**src/rtl/wave_capture_ctrl.sv**
```systemverilog
// Zero-crossing triggered 256-sample capture into the idle half of a 512x8 RAM.
// Define WAVE_CAPTURE_TIMEOUT_EN to force a trigger after TIMEOUT_SAMPLES idle samples.
module wave_capture_ctrl #(
  parameter int TIMEOUT_SAMPLES = 1024
) (
  input  logic        clk,
  input  logic        reset,
  input  logic        new_sample_ready,
  input  logic [15:0] new_sample_in,
  input  logic        chip_vsync,
  output logic [8:0]  write_address,
  output logic [7:0]  write_sample,
  output logic        write_enable,
  output logic        read_index,
  output logic [1:0]  capture_state
);

  typedef enum logic [1:0] {
    ARMED  = 2'd0,
    ACTIVE = 2'd1,
    WAIT   = 2'd2
  } state_t;

  state_t     state;
  logic [7:0] count;
  logic       prev_msb;
  logic       vsync_q;
  logic       force_trig;
  logic       crossing;
  logic       vsync_fall;
  logic [7:0] conv;

  assign conv       = new_sample_in[15:8] ^ 8'h80;
  assign crossing   = prev_msb & ~new_sample_in[15];
  assign vsync_fall = vsync_q & ~chip_vsync;

`ifdef WAVE_CAPTURE_TIMEOUT_EN
  localparam int TW = $clog2(TIMEOUT_SAMPLES + 1);
  logic [TW-1:0] tmo;

  assign force_trig = (tmo == TW'(TIMEOUT_SAMPLES));
`else
  // Timeout disabled: the comparison is constant false.
  assign force_trig = (TIMEOUT_SAMPLES < 0);
`endif

  always_ff @(posedge clk) begin
    if (reset) begin
      state         <= ARMED;
      count         <= 8'h00;
      prev_msb      <= 1'b0;
      vsync_q       <= 1'b1;
      write_enable  <= 1'b0;
      write_address <= 9'h000;
      write_sample  <= 8'h00;
      read_index    <= 1'b0;
`ifdef WAVE_CAPTURE_TIMEOUT_EN
      tmo           <= '0;
`endif
    end else begin
      vsync_q      <= chip_vsync;
      write_enable <= 1'b0;
      if (new_sample_ready)
        prev_msb <= new_sample_in[15];
      case (state)
        ARMED: begin
          if (new_sample_ready) begin
            if (crossing || force_trig) begin
              write_enable  <= 1'b1;
              write_address <= {~read_index, 8'h00};
              write_sample  <= conv;
              count         <= 8'h01;
              state         <= ACTIVE;
`ifdef WAVE_CAPTURE_TIMEOUT_EN
              tmo           <= '0;
            end else begin
              tmo <= tmo + TW'(1);
`endif
            end
          end
        end
        ACTIVE: begin
          if (new_sample_ready) begin
            write_enable  <= 1'b1;
            write_address <= {~read_index, count};
            write_sample  <= conv;
            count         <= count + 8'h01;
            if (count == 8'hFF)
              state <= WAIT;
          end
        end
        WAIT: begin
          // Swap only at frame boundary so the display never tears.
          if (vsync_fall) begin
            read_index <= ~read_index;
            state      <= ARMED;
`ifdef WAVE_CAPTURE_TIMEOUT_EN
            tmo        <= '0;
`endif
          end
        end
        default: state <= ARMED;
      endcase
    end
  end

  assign capture_state = state;

endmodule

```
**config.mk**
```make
export PLATFORM = sky130hd
export DESIGN_NAME = wave_capture_ctrl
export DESIGN_NICKNAME = d
export VERILOG_FILES = /design/src/rtl/wave_capture_ctrl.sv
export SDC_FILE = /design/constraint.sdc
export NUM_CORES = 1
export LEC_CHECK = 0
export ABC_AREA = 1
export ABC_CLOCK_PERIOD_IN_PS = 3200
export BUFFER_PORTS_ARGS = -buffer_cell sky130_fd_sc_hd__buf_2
export CELL_PAD_IN_SITES_DETAIL_PLACEMENT = 1
export CELL_PAD_IN_SITES_GLOBAL_PLACEMENT = 1
export CORE_ASPECT_RATIO = 1.2
export CORE_MARGIN = 2
export CORE_UTILIZATION = 37
export CTS_CLUSTER_SIZE = 30
export DETAILED_ROUTE_END_ITERATION = 10
export GPL_TIMING_DRIVEN = 0
export HOLD_SLACK_MARGIN = 0.06
export PLACE_DENSITY_LB_ADDON = 0.1
export SLEW_MARGIN = 20
export SYNTH_ARGS = -nofsm -noshare
export SYNTH_HDL_FRONTEND = slang
export SYNTH_SLANG_ARGS = --single-unit
```
**constraint.sdc**
```tcl
create_clock -name clk -period 3.2 [get_ports clk]
set_input_delay 0.64 -clock clk [delete_from_list [all_inputs] [get_ports clk]]
set_output_delay 0.64 -clock clk [all_outputs]
set_load 0.05 [all_outputs]
```
### Yosys cells after proc, flatten, opt, wreduce, memory -nomap -nowiden

Index checks and enable logic that the tools add are counted.

* register bits after elaboration: 31
* word-level logic and storage cells: 49

* $add $sub $neg: 1
* equal/unequal tests: 8
* mux-type cells: 22
* bitwise operators: 5
* reduce and logical (&&, ||, !) cells: 5

Operator list (count)
* 8-bit two-way mux: 6
* 8-bit case mux with 2 select lines: 2
* 9-bit two-way mux: 3
* 9-bit case mux with 2 select lines: 1
* 2-bit two-way mux: 5
* 2-bit inequality test (second input constant): 5
* 8-bit by 1-bit adder with 8-bit output (second input constant): 1
* 8-bit equality test (second input constant): 1
* 2-bit case mux with 3 select lines: 1
* 5-bit AND reduction: 1
* 4-bit AND reduction: 1
* 1-bit two-way mux: 3
* 1-bit inverter: 3
* 1-bit AND: 2
* 2-bit by 1-bit equality test with 1-bit output (second input constant): 1
* 2-bit equality test (second input constant): 1
* 2-bit logical NOT: 1
* 1-bit case mux with 2 select lines: 1
* 2-bit AND reduction: 1
* 2-bit nonzero test: 1

### Depth between registers and ports, before layout

* depth in word-level cells: 5
* gate-level depth with buffers: 8
* depth with buffers taken out: 8

### Worst setup path before layout

OpenSTA, ideal clock, no wires.

* path kind: register to register
* from: reg state[0], in the netlist capture_state[0]
* to: reg count[2]
* library setup time: 0.118 ns
* data arrival time: 1.396 ns
* required time: 3.082 ns
* path slack: 1.686 ns
* cell stages (with the launch flop): 7
* buffers on the path: 1
* period minus slack after synthesis: 1.514 ns
* cells stage by stage: dfxtp_1 > inv_1 > nand2_1 > nand2_2 > buf_6 > nor3_1 > nor2_1

* longest elaborated chain between the ends: 3
* elaborated cells on any way between the ends: 8
* those cells by class: eq/ne: 4; mux: 1; reduce/logical: 3

Ends and longest elaborated chain
* start, declared: line 24 `state_t state;`
* start signal, assigned: line 49 `state <= ARMED;`
* start signal, assigned: line 73 `state <= ACTIVE;`
* start signal, assigned: line 89 `state <= WAIT;`
* 2-bit by 1-bit equality test with 1-bit output or 2-bit logical NOT (tied branches): line 65 `case (state)`
* 2-bit inequality test (no source line) or 2-bit nonzero test (tied branches)
* 4-bit AND reduction (no source line)
* end signal, assigned: line 87 `count <= count + 8'h01;`
* end, declared: line 25 `logic [7:0] count;`

Several ways; a longest one is shown, not always the timed one.
A chain may end at the register's enable or synchronous reset.

### Worst setup path in the final report

* from: reg state[1], in the netlist capture_state[1]
* to: out capture_state[1]

RTL lines
* end, declared: line 15 `output logic [1:0] capture_state`

No word-level cell between the ends.

==> qor.tcl <==
set qor(status) {finished clean}
set qor(maxClockFrequency_mhz) 594
set qor(maxCapViolations) 0
set qor(startpoint_type) {register}
set qor(coreArea_um2) 3310
set qor(grt_max_degree) 11
set qor(cts-root-buf) {sky130_fd_sc_hd__clkbuf_8}
set qor(htree_levels) 2
set qor(report.final.hold_viol_count) 0
set qor(cp_slowest_stage_delay_ps) 450
set qor(dp_hpwl_um) 2420
set qor(netlist_instances) 171
set qor(rows) 23
set qor(critical_path.top_delay_family) {flip-flops}
set qor(path_cells) {buf_2}
set qor(clkSlewWorstSetupHoldPaths_ps) 70
set qor(drtPass1Iterations) 4
set qor(routed-via-count) 1243
set qor(clock-skew-final_ps) 6.46
set qor(die_width_um) 57.4
set qor(detailedRoute.firstIterationViolations) 26
set qor(postSynthRegisterBits) 31
set qor(detailed_place.area_um2) 1470
set qor(endpoint_kind) {output port}
set qor(die_area_um2) 3900
set qor(met3_usage) 0.0510
set qor(pin_count) 41
set qor(timing.hold.worst.class) {register to register}
set qor(power_leakage_uw) 0.000723
set qor(ir_worst_vdd_uv) 412
set qor(initial_standard_cell_utilization_of_the_core) 0.382
set qor(fin_tns_setup_ps) 0
set qor(clock-sinks) 31
set qor(first_global_vias) 1221
set qor(multiInputGateArea_um2) 548
set qor(slew_violations) 0
set qor(ys_warn_count) 0
set qor(avgViaCountPerCell) 5.01
set qor(final_design_area_no_fill_um2) 1590
set qor(worst_path_class_setup) {register to output port}
set qor(worst_ep_arrival_time_ps) 1040
set qor(detail-route-antenna-nets) 0
set qor(synth_area_per_cell_um2) 7.39
set qor(slack_of_the_worst_reg_to_reg_path_ps) 1820
set qor(postSynthNetCount) 192
set qor(post-route-min-period_ps) 1680
set qor(layout-drive-gt1-share) 0.232
set qor(synth_to_final_area_change_pct) 25.6
set qor(num-fill-cells) 435
set qor(cts_buffer_depth) 2
set qor(rsz0062_at_grt) {false}
set qor(layout.area.seq_um2) 621
set qor(critical-path-slowest-cell) {sky130_fd_sc_hd__dfxtp_1}
set qor(cts-resized-gates) 0
set qor(globalRoute.totalOverflow) 0
set qor(die_h_um) 68.0
set qor(m2_gr_usage) 0.338
set qor(crit_required_ps) 2560
set qor(syn_area_um2) 1260
set qor(drt_wl_cell_um) 13.2
set qor(synth_seq_area_share) 0.491
set qor(yosysUniqueCellTypes) 25
set qor(initial_antenna_violation_count) 0
set qor(post-route-period-util) 0.526
set qor(source_to_sink_clock_delay_at_the_later_pin_of_the_worst_skew_pair_ps) 280
set qor(design.final.nets) 231
set qor(p_per_area_nw_per_um2) 559
set qor(route.final.wire_length_um) 3270
set qor(port-buffer-count) 32
set qor(grt_use_total) 0.181
set qor(grt_first_pass_wirelength_um) 5280
set qor(maxSlewHeadroom) 0.734
set qor(grt.met1_usage) 0.184
set qor(post_cts.repair.setup_buffers) 0
set qor(timing_worst_slew_pin_value_ps) 398
set qor(setup_viol) 0
set qor(num_antenna_cells) 0
set qor(top_usage_layer) {met2}
set qor(drc) 0
set qor(cts-hold-fix-buffers) 0
set qor(path_max_fanout) 7
set qor(clock_tree_from_tritoncts) {done}
set qor(worst-path-buf-inv) 1
set qor(gp_congestion) 0.784
set qor(tritoncts.num_buffers) 5
set qor(worst_hold_slack_after_final_layout_ps) 470
## worst paths after layout
check                                     start                       endpoint  cells past startpoint
hold / removal          read_index$_SDFFE_PP0P_  write_address[8]$_SDFFE_PP0P_                      1
setup / recovery  capture_state[1]$_SDFFE_PP0P_               capture_state[1]                      1
setup reg to reg          count[0]$_SDFFE_PP0P_          count[6]$_SDFFE_PP0P_                      8
hold reg to reg         read_index$_SDFFE_PP0P_  write_address[8]$_SDFFE_PP0P_                      1
## area by class of cell
| type | count | area share |
|---|---|---|
| Timing Repair Buffer | 32 | 0.101 |
| Tap cell | 37 | 0.0292 |
| Clock buffer | 6 | 0.0520 |
| Inverter | 18 | 0.0426 |
| Sequential cell | 31 | 0.391 |
| Clock inverter | 2 | 0.0221 |
| Multi-Input combinational cell | 118 | 0.345 |
| Buffer | 4 | 0.0173 |
## stage by stage
stage / power (uW) / util / worst slack (ps) / instances
after floorplan: 469 / - / 1690 / 171
after global placement: 492 / 0.444 / 1550 / 240
after detailed placement: 497 / 0.444 / 1440 / 240
after CTS: 895 / 0.480 / 1500 / 248
after global routing: 918 / 0.480 / 1470 / 248
final: 887 / 0.480 / 1520 / 248
## Yosys cell counts (all sizes together)
master	count	area share
nand2	37	0.12
dfxtp	31	0.49
nor2	27	0.082
o21ai	21	0.083
inv	18	0.053
nand3	13	0.051
a21oi	11	0.047
buf	3	0.019
nand4	2	0.0099
a31oi	1	0.0050
clkbuf	1	0.0030
ha	1	0.0099
nand3b	1	0.0059
nor3	1	0.0040
o21bai	1	0.0059
or2	1	0.0050
xor2	1	0.0069
## metal layers
metal  wire [um]  share of wire  vias to the layer above
met2        1680           0.51                       28
met3         126          0.039                        9
li1            -              -                      628
met1        1390           0.43                      578
met5           0              0                        -
met4          72          0.022                        0
## layout by cell type, fill, tap and decap left out
master,synthesis,routed
sky130_fd_sc_hd__clkbuf_1,1,1
sky130_fd_sc_hd__o21bai_1,1,1
sky130_fd_sc_hd__nand3b_1,1,1
sky130_fd_sc_hd__a31oi_1,1,1
sky130_fd_sc_hd__nand3_1,13,13
sky130_fd_sc_hd__a21oi_2,1,1
sky130_fd_sc_hd__ha_1,1,1
sky130_fd_sc_hd__nor2_1,26,26
sky130_fd_sc_hd__inv_2,1,1
sky130_fd_sc_hd__clkbuf_8,0,6
sky130_fd_sc_hd__nand2_1,35,35
sky130_fd_sc_hd__xor2_1,1,1
sky130_fd_sc_hd__clkinv_2,0,1
sky130_fd_sc_hd__nand2_4,1,1
sky130_fd_sc_hd__o21ai_1,1,1
sky130_fd_sc_hd__buf_2,1,33
sky130_fd_sc_hd__a21oi_1,10,10
sky130_fd_sc_hd__nor3_1,1,1
sky130_fd_sc_hd__bufinv_16,0,1
sky130_fd_sc_hd__buf_4,1,1
sky130_fd_sc_hd__inv_1,17,17
sky130_fd_sc_hd__buf_6,1,1
sky130_fd_sc_hd__or2_2,1,1
sky130_fd_sc_hd__nand2_2,1,1
sky130_fd_sc_hd__nor2_2,1,1
sky130_fd_sc_hd__nand4_1,2,2
sky130_fd_sc_hd__o21ai_0,20,20
sky130_fd_sc_hd__dfxtp_1,31,31
## cell families after synthesis
logic type | count (synthesis) | share of synthesized area
adder cells (fa/ha/maj) | 1 | 0.00990
flip-flops | 31 | 0.491
AO/OA/AOI/OAI | 34 | 0.141
buffers and inverters | 22 | 0.0752
XOR/XNOR | 1 | 0.00693
AND/OR/NAND/NOR | 82 | 0.276
## report_power, final
group | leakage (uW) | total [uW] | switching [uW] | internal, uW
Combinational | 0.000411 | 86.0 | 62.9 | 23.1
Clock | 0.0000612 | 400 | 148 | 252
Sequential | 0.000251 | 401 | 5.26 | 396
## sequential cells by signal, indices dropped and copies added, names as in the netlist
signal         count
write_enable       1
write_sample       8
vsync_q            1
prev_msb           1
write_address      9
read_index         1
capture_state      2
count              8
Power figures use the tool's default switching activity.
